`src/rtl/ball_pkg.sv`:
```
// Shared types and helpers for the ball kinematics engine: FSM encoding,
// default fixed-point widths and the velocity/position limiting functions.
package ball_pkg;

  localparam int COORD_W_DEF = 8;
  localparam int FRAC_W_DEF  = 4;
  localparam int VEL_W_DEF   = 8;
  localparam int ACCEL_W     = 9;

  typedef enum logic [2:0] {
    ST_IDLE,
    ST_CALC,
    ST_QX,
    ST_QY,
    ST_COMMIT
  } ball_state_e;

  function automatic int sat_vel(input int v, input int vmax);
    if (v > vmax) return vmax;
    if (v < -vmax) return -vmax;
    return v;
  endfunction

  function automatic int clamp_pos(input int c, input int hi);
    if (c < 0) return 0;
    if (c > hi) return hi;
    return c;
  endfunction

endpackage

```
`src/rtl/ball_axis_integrator.sv`:
```
// One axis of ball motion: dead-zone friction, velocity integration with
// saturation, and candidate position clamped to the arena, registered on calc_en.
module ball_axis_integrator
  import ball_pkg::*;
#(
  parameter int COORD_W     = COORD_W_DEF,
  parameter int FRAC_W      = FRAC_W_DEF,
  parameter int VEL_W       = VEL_W_DEF,
  parameter int ACCEL_SHIFT = 4,
  parameter int DEADZONE    = 16,
  parameter int VMAX        = 64,
  parameter int MAX_COORD   = 159
) (
  input  logic                      clk,
  input  logic                      rst,
  input  logic                      calc_en,
  input  logic                      zero_vel,
  input  logic [ACCEL_W-1:0]        accel,
  input  logic [COORD_W+FRAC_W-1:0] pos,
  output logic [COORD_W+FRAC_W-1:0] cand
);

  localparam int POS_W  = COORD_W + FRAC_W;
  localparam int POS_HI = MAX_COORD * (2 ** FRAC_W);

  logic signed [VEL_W-1:0] vel_q, vel_d;
  logic [POS_W-1:0]        cand_q, cand_d;
  int                      acc_i, v_i, c_i;

  always_comb begin
    vel_d  = vel_q;
    cand_d = cand_q;
    acc_i  = int'($signed(accel));
    v_i    = int'(vel_q);
    if (acc_i < DEADZONE && acc_i > -DEADZONE) begin
      if (v_i > 0) v_i = v_i - 1;
      else if (v_i < 0) v_i = v_i + 1;
    end else begin
      v_i = v_i + (acc_i >>> ACCEL_SHIFT);
    end
    v_i = sat_vel(v_i, VMAX);
    c_i = int'(pos) + v_i;
    // Hitting the arena edge kills momentum on this axis
    if (c_i < 0 || c_i > POS_HI) v_i = 0;
    c_i = clamp_pos(c_i, POS_HI);
    if (calc_en) begin
      vel_d  = VEL_W'(v_i);
      cand_d = POS_W'(c_i);
    end else if (zero_vel) begin
      vel_d = '0;
    end
  end

  always_ff @(posedge clk or posedge rst) begin
    if (rst) begin
      vel_q  <= '0;
      cand_q <= '0;
    end else begin
      vel_q  <= vel_d;
      cand_q <= cand_d;
    end
  end

  assign cand = cand_q;

endmodule

```
`src/rtl/ball_motion_ctrl.sv`:
```
// Labyrinth ball kinematics top: tick divider, per-tick FSM that integrates
// both axes, checks each moved axis against the maze map, and commits position.
module ball_motion_ctrl
  import ball_pkg::*;
#(
  parameter int CLK_FREQUENCY_HZ       = 100000000,
  parameter int UPDATE_FREQUENCY_HZ    = 50,
  parameter int COORD_W                = COORD_W_DEF,
  parameter int FRAC_W                 = FRAC_W_DEF,
  parameter int VEL_W                  = VEL_W_DEF,
  parameter int ACCEL_SHIFT            = 4,
  parameter int DEADZONE               = 16,
  parameter int VMAX                   = 64,
  parameter int X_MAX                  = 159,
  parameter int Y_MAX                  = 119,
  parameter int SIMULATE               = 0,
  parameter int SIMULATE_FREQUENCY_CNT = 5
) (
  input  logic               clk,
  input  logic               reset,
  input  logic [8:0]         accelX_IN,
  input  logic [8:0]         accelY_IN,
  output logic               map_req,
  output logic [COORD_W-1:0] map_x,
  output logic [COORD_W-1:0] map_y,
  input  logic               map_ack,
  input  logic               map_wall,
  output logic [COORD_W-1:0] x_out,
  output logic [COORD_W-1:0] y_out,
  output logic               busy,
  output logic               tick_overrun
);

  localparam int POS_W   = COORD_W + FRAC_W;
  localparam int TOP_CNT = (SIMULATE != 0) ? SIMULATE_FREQUENCY_CNT
                                           : (CLK_FREQUENCY_HZ / UPDATE_FREQUENCY_HZ) - 1;
  localparam logic [31:0] DIV_TOP = 32'(TOP_CNT);

  ball_state_e        state_q, state_d;
  logic [31:0]        div_cnt_q, div_cnt_d;
  logic [POS_W-1:0]   pos_x_q, pos_x_d, pos_y_q, pos_y_d;
  logic [COORD_W-1:0] x_out_q, x_out_d, y_out_q, y_out_d;
  logic               overrun_q, overrun_d;
  logic               tick, calc_en, zero_vx, zero_vy;
  logic [POS_W-1:0]   cand_x, cand_y;
  logic [COORD_W-1:0] cand_x_int, cand_y_int;

  ball_axis_integrator #(
    .COORD_W(COORD_W), .FRAC_W(FRAC_W), .VEL_W(VEL_W), .ACCEL_SHIFT(ACCEL_SHIFT),
    .DEADZONE(DEADZONE), .VMAX(VMAX), .MAX_COORD(X_MAX)
  ) u_axis_x (
    .clk(clk), .rst(reset), .calc_en(calc_en), .zero_vel(zero_vx),
    .accel(accelX_IN), .pos(pos_x_q), .cand(cand_x)
  );

  ball_axis_integrator #(
    .COORD_W(COORD_W), .FRAC_W(FRAC_W), .VEL_W(VEL_W), .ACCEL_SHIFT(ACCEL_SHIFT),
    .DEADZONE(DEADZONE), .VMAX(VMAX), .MAX_COORD(Y_MAX)
  ) u_axis_y (
    .clk(clk), .rst(reset), .calc_en(calc_en), .zero_vel(zero_vy),
    .accel(accelY_IN), .pos(pos_y_q), .cand(cand_y)
  );

  assign tick       = (div_cnt_q == DIV_TOP);
  assign cand_x_int = cand_x[POS_W-1:FRAC_W];
  assign cand_y_int = cand_y[POS_W-1:FRAC_W];

  always_comb begin
    state_d   = state_q;
    div_cnt_d = tick ? '0 : div_cnt_q + 32'd1;
    pos_x_d   = pos_x_q;
    pos_y_d   = pos_y_q;
    x_out_d   = x_out_q;
    y_out_d   = y_out_q;
    overrun_d = overrun_q | (tick && state_q != ST_IDLE);
    calc_en   = 1'b0;
    zero_vx   = 1'b0;
    zero_vy   = 1'b0;
    map_req   = 1'b0;
    map_x     = x_out_q;
    map_y     = y_out_q;
    case (state_q)
      ST_IDLE: if (tick) state_d = ST_CALC;
      ST_CALC: begin
        calc_en = 1'b1;
        state_d = ST_QX;
      end
      ST_QX: begin
        if (cand_x_int == x_out_q) begin
          pos_x_d = cand_x;
          state_d = ST_QY;
        end else begin
          map_req = 1'b1;
          map_x   = cand_x_int;
          if (map_ack) begin
            if (map_wall) zero_vx = 1'b1;
            else pos_x_d = cand_x;
            state_d = ST_QY;
          end
        end
      end
      // Y is checked against the already-resolved X so the ball slides along walls
      ST_QY: begin
        if (cand_y_int == y_out_q) begin
          pos_y_d = cand_y;
          state_d = ST_COMMIT;
        end else begin
          map_req = 1'b1;
          map_x   = pos_x_q[POS_W-1:FRAC_W];
          map_y   = cand_y_int;
          if (map_ack) begin
            if (map_wall) zero_vy = 1'b1;
            else pos_y_d = cand_y;
            state_d = ST_COMMIT;
          end
        end
      end
      ST_COMMIT: begin
        x_out_d = pos_x_q[POS_W-1:FRAC_W];
        y_out_d = pos_y_q[POS_W-1:FRAC_W];
        state_d = ST_IDLE;
      end
      default: state_d = ST_IDLE;
    endcase
  end

  always_ff @(posedge clk or posedge reset) begin
    if (reset) begin
      state_q   <= ST_IDLE;
      div_cnt_q <= '0;
      pos_x_q   <= '0;
      pos_y_q   <= '0;
      x_out_q   <= '0;
      y_out_q   <= '0;
      overrun_q <= 1'b0;
    end else begin
      state_q   <= state_d;
      div_cnt_q <= div_cnt_d;
      pos_x_q   <= pos_x_d;
      pos_y_q   <= pos_y_d;
      x_out_q   <= x_out_d;
      y_out_q   <= y_out_d;
      overrun_q <= overrun_d;
    end
  end

  assign x_out        = x_out_q;
  assign y_out        = y_out_q;
  assign busy         = (state_q != ST_IDLE);
  assign tick_overrun = overrun_q;

endmodule
```
`config.mk`:
```
export PLATFORM = sky130hd
export DESIGN_NAME = ball_motion_ctrl
export DESIGN_NICKNAME = d
export VERILOG_FILES = /design/src/rtl/ball_pkg.sv /design/src/rtl/ball_axis_integrator.sv /design/src/rtl/ball_motion_ctrl.sv
export SDC_FILE = /design/constraint.sdc
export NUM_CORES = 1
export LEC_CHECK = 0
export ABC_AREA = 1
export BUFFER_PORTS_ARGS = -buffer_cell sky130_fd_sc_hd__buf_2
export CORE_UTILIZATION = 68
export CTS_CLUSTER_DIAMETER = 150
export DETAILED_ROUTE_END_ITERATION = 16
export GPL_ROUTABILITY_DRIVEN = 0
export PLACE_DENSITY = 0.95
export SLEW_MARGIN = 20
export SYNTH_ARGS = -nofsm -noshare
export SYNTH_HDL_FRONTEND = slang
export SYNTH_HIERARCHICAL = 1
export SYNTH_SLANG_ARGS = --single-unit
```
`constraint.sdc`:
```
create_clock -name clk -period 11.5 [get_ports clk]
set_clock_uncertainty 0.2 [all_clocks]
set_input_delay 2.3 -clock clk [delete_from_list [all_inputs] [get_ports clk]]
set_output_delay 2.3 -clock clk [all_outputs]
set_load 0.02 [all_outputs]
```
==> flow_metrics.tcl <==
set metrics [dict create \
    clock_latency_ps 440 \
    outcome "completed" \
    rows 43 \
    cts_buffer_depth 2 \
    power_density_mw_per_mm2 359 \
    drtPass1Iterations 7 \
    drv_cap 0 \
    fp.dieArea_mm2 0.0149 \
    insertedDiodeCount 0 \
    final_nets 1579 \
    antenna_found_initial 0 \
    r2r_setup_slack_ps 5530 \
    tightest_slew_ps 1040 \
    syn_inst 1440 \
    min_from "div_cnt_q[4]" \
    grt_max_degree 77 \
    max_stage_delay_ps 420 \
    cts_made_buffers 17 \
    period_minus_slack_ps 7220 \
    grt_pass1_vias 9772 \
    synth.net_count 1526 \
    peakVddDrop_mv 0.288 \
    grt_use_total 0.385 \
    cts-root-buf "clkbuf_16" \
    setup_violations 0 \
    synth_edf_count 0 \
    ctsResizeCount 0 \
    post-route-period-util 0.628 \
    totalWireLength_mm 27.6 \
    via_count 10200 \
    worstSetupEndpointType "register" \
    fillerInstances 925 \
    max_slew_margin 0.308 \
    async_flop_share 1.00 \
    ff2ff_path_depth 36 \
    cts_tree "yes" \
    vias_per_cell 6.04 \
    crit_buf_inv 4 \
    grt-ovfl-total 0 \
    r2r-end "u_axis_x/cand[5]" \
    hpwl_mm 18.8 \
    area_growth_syn_to_layout_pct 10.9 \
    rsz0062_at_grt "no" \
    p_leak_nw 5.94 \
    start_util 0.702 \
    hp-class "reg2reg" \
    drtIter0Drc 1074 \
    arrival_ps 7340 \
    synth.ff_latch_count 116 \
    timing.fmax_mhz 139 \
    setup-tns-final_ps 0 \
    grt_pass1_wl_mm 44.8 \
    avgSynthCellArea_um2 6.82 \
    hold_path_end "div_cnt_q[4]" \
    synthFlopType "dfrtp_1" \
    hold_viol 0 \
    die_x_um 122 \
    whs_path_depth 1 \
    start_kind "input port" \
    synth_area_mm2 0.00982 \
    critPathRequiredTime_ps 11620 \
    clk_transition_reported_paths_ps 60 \
    yosysWarnings 6 \
    yosysSeqAreaShare 0.296 \
    wl_per_cell_um 16.3 \
    cts.sinks 116 \
    cts_setup_buffers 0 \
    cp_max_fo 19 \
    crit_type "in2reg" \
    drv_slew 0 \
    ant_nets 0 \
    dpl_worst_slack_ps 4010 \
    placed_cells 1654 \
    r2r-start "u_axis_x/vel_q[1]" \
    path_common_cell "nand2_1" \
    die_h_um 122 \
    io_pins 57 \
    crit_family "simple AND/OR/NAND/NOR gates" \
    fin_cells 1686 \
    drive_gt1_frac 0.141 \
    place.port_buffers 56 \
    htree_num_levels 4 \
    setup_slack_ps 4280 \
    fp.coreArea_mm2 0.0140 \
    synth_cell_types 50 \
    hold_buffers 0 \
    drc_errors 0 \
    slowest_stage "fa_1" \
]
-- area by class of cell --
type / instances / area [um^2] / share of cell area
flip-flops and latches: 116 / 2900 / 0.267
inverters: 211 / 796 / 0.0731
repair buffers: 59 / 303 / 0.0278
clock buffers: 17 / 425 / 0.0391
clock inverters: 15 / 279 / 0.0256
well taps: 180 / 225 / 0.0207
multi-input cells: 1088 / 5960 / 0.547
-- metrics by stage --
stage | hold WS, ps | area [um^2] | util | power, mW
after detailed placement | 267 | 10200 | 0.728 | 3.11
after CTS | 290 | 10900 | 0.778 | 3.82
after floorplan | 248 | 9820 | - | 2.59
after global placement | 263 | 10200 | 0.728 | 3.01
final | 290 | 10900 | 0.778 | 3.91
after global routing | 313 | 10900 | 0.778 | 4.17
-- cell usage after synthesis (23+ instances only) --
| cell | number | area (um^2) |
|---|---|---|
| a21oi_1 | 37 | 185 |
| dfrtp_1 | 116 | 2900 |
| ha_1 | 60 | 751 |
| inv_1 | 191 | 717 |
| nand2_1 | 448 | 1680 |
| nand2_2 | 29 | 181 |
| nand3_1 | 124 | 621 |
| nand4_1 | 25 | 156 |
| nor2_1 | 136 | 510 |
| o21ai_0 | 31 | 155 |
| xnor2_1 | 23 | 201 |
| xor2_1 | 34 | 298 |
-- state kept, by name (all words and copies together) (netlist names), 12 cells and up --
name / cells
div_cnt_q: 32
pos_x_q: 12
pos_y_q: 12
u_axis_x/cand: 12
u_axis_y/cand: 12
-- power by group --
part / switching [mW] / internal (mW)
registers: 0.201 / 0.534
clock network: 0.208 / 0.430
logic: 1.70 / 0.832
-- cells in the final DEF (no fill, tap or decap), drive strengths merged --
cell type / netlist / routed
nor3b: 3 / 3
o211ai: 7 / 7
clkinv: 0 / 7
xor2: 34 / 34
nand3: 140 / 140
inv: 211 / 211
a21boi: 2 / 2
xnor2: 23 / 23
fa: 4 / 4
o22ai: 2 / 2
nor4: 4 / 4
mux2i: 1 / 1
clkinvlp: 0 / 1
a21oi: 43 / 43
ha: 60 / 60
and2: 1 / 1
nor2: 156 / 156
o31ai: 2 / 2
o21ai: 46 / 46
clkbuf: 6 / 17
nand2: 483 / 483
buf: 19 / 59
or2: 1 / 1
bufinv: 0 / 7
o21a: 1 / 1
nor3: 25 / 25
o21bai: 7 / 7
dfrtp: 116 / 116
nand3b: 7 / 7
mux2: 8 / 8
nand4: 26 / 26
a31oi: 2 / 2
-- per-layer routing --
metal	wire length, um	global-route usage	vias to the layer above
met2	13600	0.669	647
met1	10200	0.435	4688
met5	0	0	-
met4	1430	0.229	0
met3	2360	0.0772	166
li1	-	-	4679
-- how the worst max path moves through the flow --
stage / depth (start not counted) / end / slack (ps) / from
2_1_floorplan: 36 / u_axis_x/cand[10] / 4700 / accelX_IN[6]
3_3_place_gp: 36 / u_axis_x/vel_q[3] / 4260 / accelX_IN[6]
3_5_place_dp: 36 / u_axis_x/cand[4] / 4010 / accelX_IN[6]
4_1_cts: 36 / u_axis_x/cand[5] / 4410 / accelX_IN[6]
5_1_grt: 35 / u_axis_x/cand[5] / 3740 / accelX_IN[7]
6_report: 36 / u_axis_x/cand[5] / 4280 / accelX_IN[6]
-- kinds of logic (layout without fill, tap and decap cells) --
kind of cell / after synthesis / after routing / synth area share
AND/OR/NAND/NOR: 846 / 846 / 0.394
buffers and inverters: 236 / 302 / 0.0977
flip-flops: 116 / 116 / 0.296
AO/OA/AOI/OAI: 112 / 112 / 0.0666
adder cells (fa/ha/maj): 64 / 64 / 0.0846
XOR/XNOR: 57 / 57 / 0.0508
multiplexers: 9 / 9 / 0.0102
(Power assumes the default switching activity.)
